## config.mk

```make
export PLATFORM = sky130hd
export DESIGN_NAME = matmul_scheduler
export DESIGN_NICKNAME = d
export VERILOG_FILES = /design/src/rtl/matmul_pkg.sv /design/src/rtl/matmul_operand_sel.sv /design/src/rtl/matmul_scheduler.sv
export SDC_FILE = /design/constraint.sdc
export NUM_CORES = 1
export LEC_CHECK = 0
export CAP_MARGIN = 10
export CELL_PAD_IN_SITES_DETAIL_PLACEMENT = 1
export CELL_PAD_IN_SITES_GLOBAL_PLACEMENT = 2
export CORE_AREA = 2 2 525 527
export CTS_CLUSTER_SIZE = 8
export DETAILED_ROUTE_END_ITERATION = 6
export DIE_AREA = 0 0 527 529
export GPL_TIMING_DRIVEN = 0
export PLACE_DENSITY = 0.63
export REMOVE_ABC_BUFFERS = 1
export SYNTH_ARGS = -nofsm -noshare
export SYNTH_HDL_FRONTEND = slang
export SYNTH_HIERARCHICAL = 1
export SYNTH_SLANG_ARGS = --single-unit
export TNS_END_PERCENT = 20
```

## constraint.sdc

```tcl
create_clock -name clk -period 1.9 [get_ports clk]
set_input_delay 0.38 -clock clk [delete_from_list [all_inputs] [get_ports clk]]
set_output_delay 0.38 -clock clk [all_outputs]
set_load 0.02 [all_outputs]
```

## src/rtl/matmul_pkg.sv

```systemverilog
// Shared types and helpers for the matrix-multiply scheduler: element width,
// scheduler states and the packed-matrix element offset.
package matmul_pkg;

    localparam int ELEM_W = 32;

    typedef enum logic [2:0] {
        IDLE    = 3'd0,
        ENG_RST = 3'd1,
        ISSUE   = 3'd2,
        WAIT    = 3'd3,
        WRITE   = 3'd4,
        DONE    = 3'd5
    } state_t;

    // Bit offset of element (r,c) in a row-major packed n x n matrix.
    function automatic int off(input int r, input int c, input int n);
        return ELEM_W * (r * n + c);
    endfunction

endpackage

```

## src/rtl/matmul_operand_sel.sv

```systemverilog
// Combinational extraction of row i of A and column j of B from the latched
// packed matrices, laid out as engine vector slots.
module matmul_operand_sel
    import matmul_pkg::*;
#(
    parameter int N = 4
) (
    input  logic [ELEM_W*N*N-1:0]    mat_a,
    input  logic [ELEM_W*N*N-1:0]    mat_b,
    input  logic [$clog2(N)-1:0]     i,
    input  logic [$clog2(N)-1:0]     j,
    output logic [ELEM_W*N-1:0]      row,
    output logic [ELEM_W*N-1:0]      column
);

    localparam int OW = $clog2(ELEM_W * N * N);

    for (genvar k = 0; k < N; k++) begin : g_slot
        assign row[ELEM_W*k +: ELEM_W]    = mat_a[OW'(off(int'(i), k, N)) +: ELEM_W];
        assign column[ELEM_W*k +: ELEM_W] = mat_b[OW'(off(k, int'(j), N)) +: ELEM_W];
    end

endmodule

```

## src/rtl/matmul_scheduler.sv

```systemverilog
// Walks one inner-product engine over every (i,j) of C = A*B in row-major
// order, writing each result out and guarding every element with a watchdog.
module matmul_scheduler
    import matmul_pkg::*;
#(
    parameter int N          = 4,
    parameter int RST_CYCLES = 2,
    parameter int TIMEOUT    = 1024
) (
    input  logic                       clk,
    input  logic                       rst,
    input  logic                       start,
    input  logic                       abort,
    input  logic [ELEM_W*N*N-1:0]      mat_a,
    input  logic [ELEM_W*N*N-1:0]      mat_b,
    output logic [ELEM_W*N-1:0]        ip_row,
    output logic [ELEM_W*N-1:0]        ip_column,
    output logic                       ip_start,
    output logic                       ip_rst,
    input  logic [ELEM_W-1:0]          ip_result,
    input  logic                       ip_done,
    output logic                       res_we,
    output logic [$clog2(N*N)-1:0]     res_addr,
    output logic [ELEM_W-1:0]          res_data,
    output logic                       busy,
    output logic                       done,
    output logic                       err,
    output logic [2:0]                 state_dbg
);

    localparam int IW = $clog2(N);
    localparam int AW = $clog2(N * N);
    localparam int WW = $clog2(TIMEOUT) + 1;
    localparam int CW = $clog2(RST_CYCLES) + 1;

    state_t                  state, state_nxt;
    logic [ELEM_W*N*N-1:0]   a_q, b_q;
    logic [IW-1:0]           i_q, j_q;
    logic [CW-1:0]           rst_cnt;
    logic [WW-1:0]           wd;
    logic [ELEM_W-1:0]       res_q;
    logic                    last;
    logic                    wd_expired;

    assign last       = (i_q == IW'(N - 1)) && (j_q == IW'(N - 1));
    assign wd_expired = (wd == WW'(TIMEOUT - 1));

    always_comb begin
        state_nxt = state;
        case (state)
            IDLE:    if (start) state_nxt = ENG_RST;
            ENG_RST: if (rst_cnt == CW'(RST_CYCLES - 1)) state_nxt = ISSUE;
            ISSUE:   state_nxt = WAIT;
            WAIT:    if (ip_done) state_nxt = WRITE;
                     else if (wd_expired) state_nxt = IDLE;
            WRITE:   state_nxt = last ? DONE : ENG_RST;
            DONE:    state_nxt = IDLE;
            default: state_nxt = IDLE;
        endcase
        // abort overrides everything outside IDLE; start wins in IDLE
        if (abort && state != IDLE) state_nxt = IDLE;
    end

    always_ff @(posedge clk or negedge rst) begin
        if (!rst) begin
            state    <= IDLE;
            a_q      <= '0;
            b_q      <= '0;
            i_q      <= '0;
            j_q      <= '0;
            rst_cnt  <= '0;
            wd       <= '0;
            res_q    <= '0;
            ip_rst   <= 1'b0;
            ip_start <= 1'b0;
            busy     <= 1'b0;
            done     <= 1'b0;
            err      <= 1'b0;
        end else begin
            state    <= state_nxt;
            busy     <= (state_nxt != IDLE);
            ip_rst   <= (state_nxt == ISSUE) || (state_nxt == WAIT) || (state_nxt == WRITE);
            ip_start <= (state_nxt == ISSUE) || (state_nxt == WAIT);
            done     <= (state_nxt == DONE);
            rst_cnt  <= (state == ENG_RST) ? rst_cnt + CW'(1) : '0;
            case (state)
                IDLE: if (start) begin
                    a_q <= mat_a;
                    b_q <= mat_b;
                    i_q <= '0;
                    j_q <= '0;
                    err <= 1'b0;
                end
                ISSUE: wd <= '0;
                WAIT: begin
                    wd <= wd + WW'(1);
                    if (ip_done) res_q <= ip_result;
                    else if (wd_expired && !abort) err <= 1'b1;
                end
                WRITE: if (!abort) begin
                    if (j_q == IW'(N - 1)) begin
                        j_q <= '0;
                        i_q <= last ? '0 : i_q + IW'(1);
                    end else begin
                        j_q <= j_q + IW'(1);
                    end
                end
                default: ;
            endcase
        end
    end

    // The write strobe is gated by abort in the same cycle, so it stays combinational.
    assign res_we    = (state == WRITE) && !abort;
    assign res_addr  = AW'(i_q) * AW'(N) + AW'(j_q);
    assign res_data  = res_q;
    assign state_dbg = state;

    matmul_operand_sel #(.N(N)) u_operand_sel (
        .mat_a  (a_q),
        .mat_b  (b_q),
        .i      (i_q),
        .j      (j_q),
        .row    (ip_row),
        .column (ip_column)
    );

endmodule

```

==> results.py <==
metrics = {
    "placed_design": {
        "place_ws_ns": -2.524,
        "placed_cells": 7075,
        "routabilityCongestion": 0.7594,
        "hpwl_mm": 89.83,
        "portBuffers": 785,
        "placed_cell_area_um2": 37850,
    },
    "worst_setup_path": {
        "critPathLaunch": "j_q[0]$_DFFE_PN0P_",
        "worstSetupEndpointType": "output pin",
        "crit_path_end": "ip_column[19]",
        "r2r_end": "b_q[52]$_DFFE_PN0P_",
        "regToRegStartpoint": "state_dbg[2]$_DFF_PN0_",
        "required_ns": 1.52,
        "cp.arrival_ns": 2.42,
        "crit_type": "reg -> out",
        "worstRegToRegCells": 11,
        "cp_max_fo": 6,
        "start_kind": "register",
        "reg2reg_slack_ns": -0.46,
    },
    "final_layout": {
        "seqCellArea_um2": 14260,
        "layout_common_cells": "nand2_1, clkdlybuf4s50_1, dfrtp_1, buf_4, nor2_1",
        "design_area_um2": 43730,
        "nFillCells": 31880,
        "layout-area-overhead-vs-synth_pct": 70.29,
        "final_common_cell": "nand2_1",
        "multiInputGateArea_um2": 10560,
        "drive_above_1_share_pct": 19.71,
        "nets": 4851,
        "stdcell_count": 7428,
    },
    "synth": {
        "synth_warnings": 6,
        "synth_area_um2": 25680,
        "syn_inst": 2794,
        "avgSynthCellArea_um2": 9.192,
    },
    "routing": {
        "antenna_left": 0,
        "drt-total-wl_mm": 139.6,
        "vias": 23050,
        "first_pass_iters": 5,
        "viasPerCell": 3.103,
        "wl_per_cell_um": 18.80,
        "drt-initial-drc-count": 996,
        "route.detailed.drc": 0,
    },
    "min_path": {
        "hp-class": "in -> async",
    },
    "floorplanning": {
        "die_area_um2": 278800,
        "core_um2": 272900,
        "start_util_pct": 9.411,
        "fp.dieW_um": 527,
        "io_pins": 1362,
        "chipHeight_um": 529,
        "core.rowCount": 192,
    },
    "timing": {
        "final-setup-viol-count": 767,
        "finalCriticalPeriod_ns": 2.801,
        "final_hold_viol_count": 79,
        "relSlewSlack_pct": 30.60,
        "rsz0062_at_grt": "true",
        "setup_ws_ns": -0.9014,
        "fin_skew_ns": 0.03358,
        "fmax_mhz": 357.0,
        "drv_slew": 0,
        "tightest_slew_ns": 1.038,
        "finalCritPeriodShare_pct": 147.4,
        "holdWs_ns": -0.2890,
    },
    "global_routing": {
        "grt_pass1_vias": 24960,
        "antenna_found_initial": 76,
        "grt_pass1_wl_mm": 189.0,
        "grt_overflow": 0,
        "grt_max_degree": 106,
        "grt_usage_pct": 9.523,
    },
    "run_status": {
        "violations": "negative hold slack, negative setup slack",
        "run_status": "finished with violations",
    },
    "clock_network": {
        "root_buffer": "clkbuf_16",
        "clk_latency_ns": 0.70,
        "tritoncts": "built",
        "cts_buffers": 86,
        "htree_levels": 3,
        "cts.sinks": 569,
        "clockBufferDepth": 3,
        "path_clk_slew_ns": 0.06,
    },
    "power_and_ir_drop": {
        "power.density_nw_per_um2": 1459,
        "vdd_ir_drop_max_uv": 609.5,
        "leakagePower_nw": 19.88,
    },
    "job": {
        "drv_cap": 0,
    },
}
-- metal layers --
layer  vias up  track usage (%)  part of all wire (%)
met5         -                0                  0.41
met4        86            5.376                   5.7
met3       273            4.275                   9.4
met2       754            15.71                    48
met1     11270            10.06                    37
li1      10660                -                     -
-- flip-flops by register name, summed over array words and instances, names as in the netlist --
| register | count |
|---|---|
| ip_rst | 1 |
| busy | 1 |
| state_dbg | 3 |
| err | 1 |
| rst_cnt | 2 |
| a_q | 256 |
| wd | 11 |
| ip_start | 1 |
| i_q | 2 |
| done | 1 |
| res_data | 32 |
| j_q | 2 |
| b_q | 256 |
-- power breakdown --
part	internal, W	switching (W)
Combinational	0.0122	0.0154
Sequential	0.0178	0.00333
Clock	0.00864	0.00633
-- through the flow --
stage          hold slack (ns)  util [%]  setup TNS, ns  power, W
4_1_cts                -0.3517     15.71        -367.53   0.06481
2_1_floorplan          0.08441         -              -   0.02370
3_5_place_dp            0.4292     13.87        -996.36   0.04613
6_report               -0.2890     16.03        -269.02   0.06379
5_1_grt                -0.3111     16.02        -379.00   0.06842
3_3_place_gp            0.4199     13.49              -   0.02627
-- layout make-up --
cell class	instances	share of cell area, %
clock buffer	100	5.178
multi-input combinational	2052	24.14
inverter	2	0.01717
antenna	28	0.1602
timing repair buffer	1075	27.08
sequential	569	32.62
clock inverter	13	0.5379
tap	3589	10.27
-- repair_timing --
| action | 4_1_cts | 5_1_grt |
|---|---|---|
| pin swaps | 15 | 17 |
| gates resized for setup | 759 | 525 |
| endpoints found under the setup margin | 790 | 884 |
| endpoints found under the hold margin | 79 | 79 |
| cloned | 41 | 11 |
| buffers inserted | 116 | 59 |
-- worst max-delay path, stage by stage (launching register included) --
cell	delay, ns
dfrtp_4	0.53
buf_16	0.17
buf_12	0.14
buf_16	0.13
buf_4	0.13
mux4_2	0.42
buf_6	0.15
-- how the worst min path moves through the flow --
stage / slack, ns / endpoint / from
2_1_floorplan: 0.08 / a_q[0]$_DFFE_PN0P_ / rst
3_3_place_gp: 0.42 / rst_cnt[0]$_DFF_PN0_ / rst_cnt[0]$_DFF_PN0_
3_5_place_dp: 0.43 / rst_cnt[0]$_DFF_PN0_ / rst_cnt[0]$_DFF_PN0_
4_1_cts: -0.35 / b_q[222]$_DFFE_PN0P_ / rst
5_1_grt: -0.31 / b_q[254]$_DFFE_PN0P_ / rst
6_report: -0.29 / b_q[209]$_DFFE_PN0P_ / rst
(Power assumes the default switching activity.)
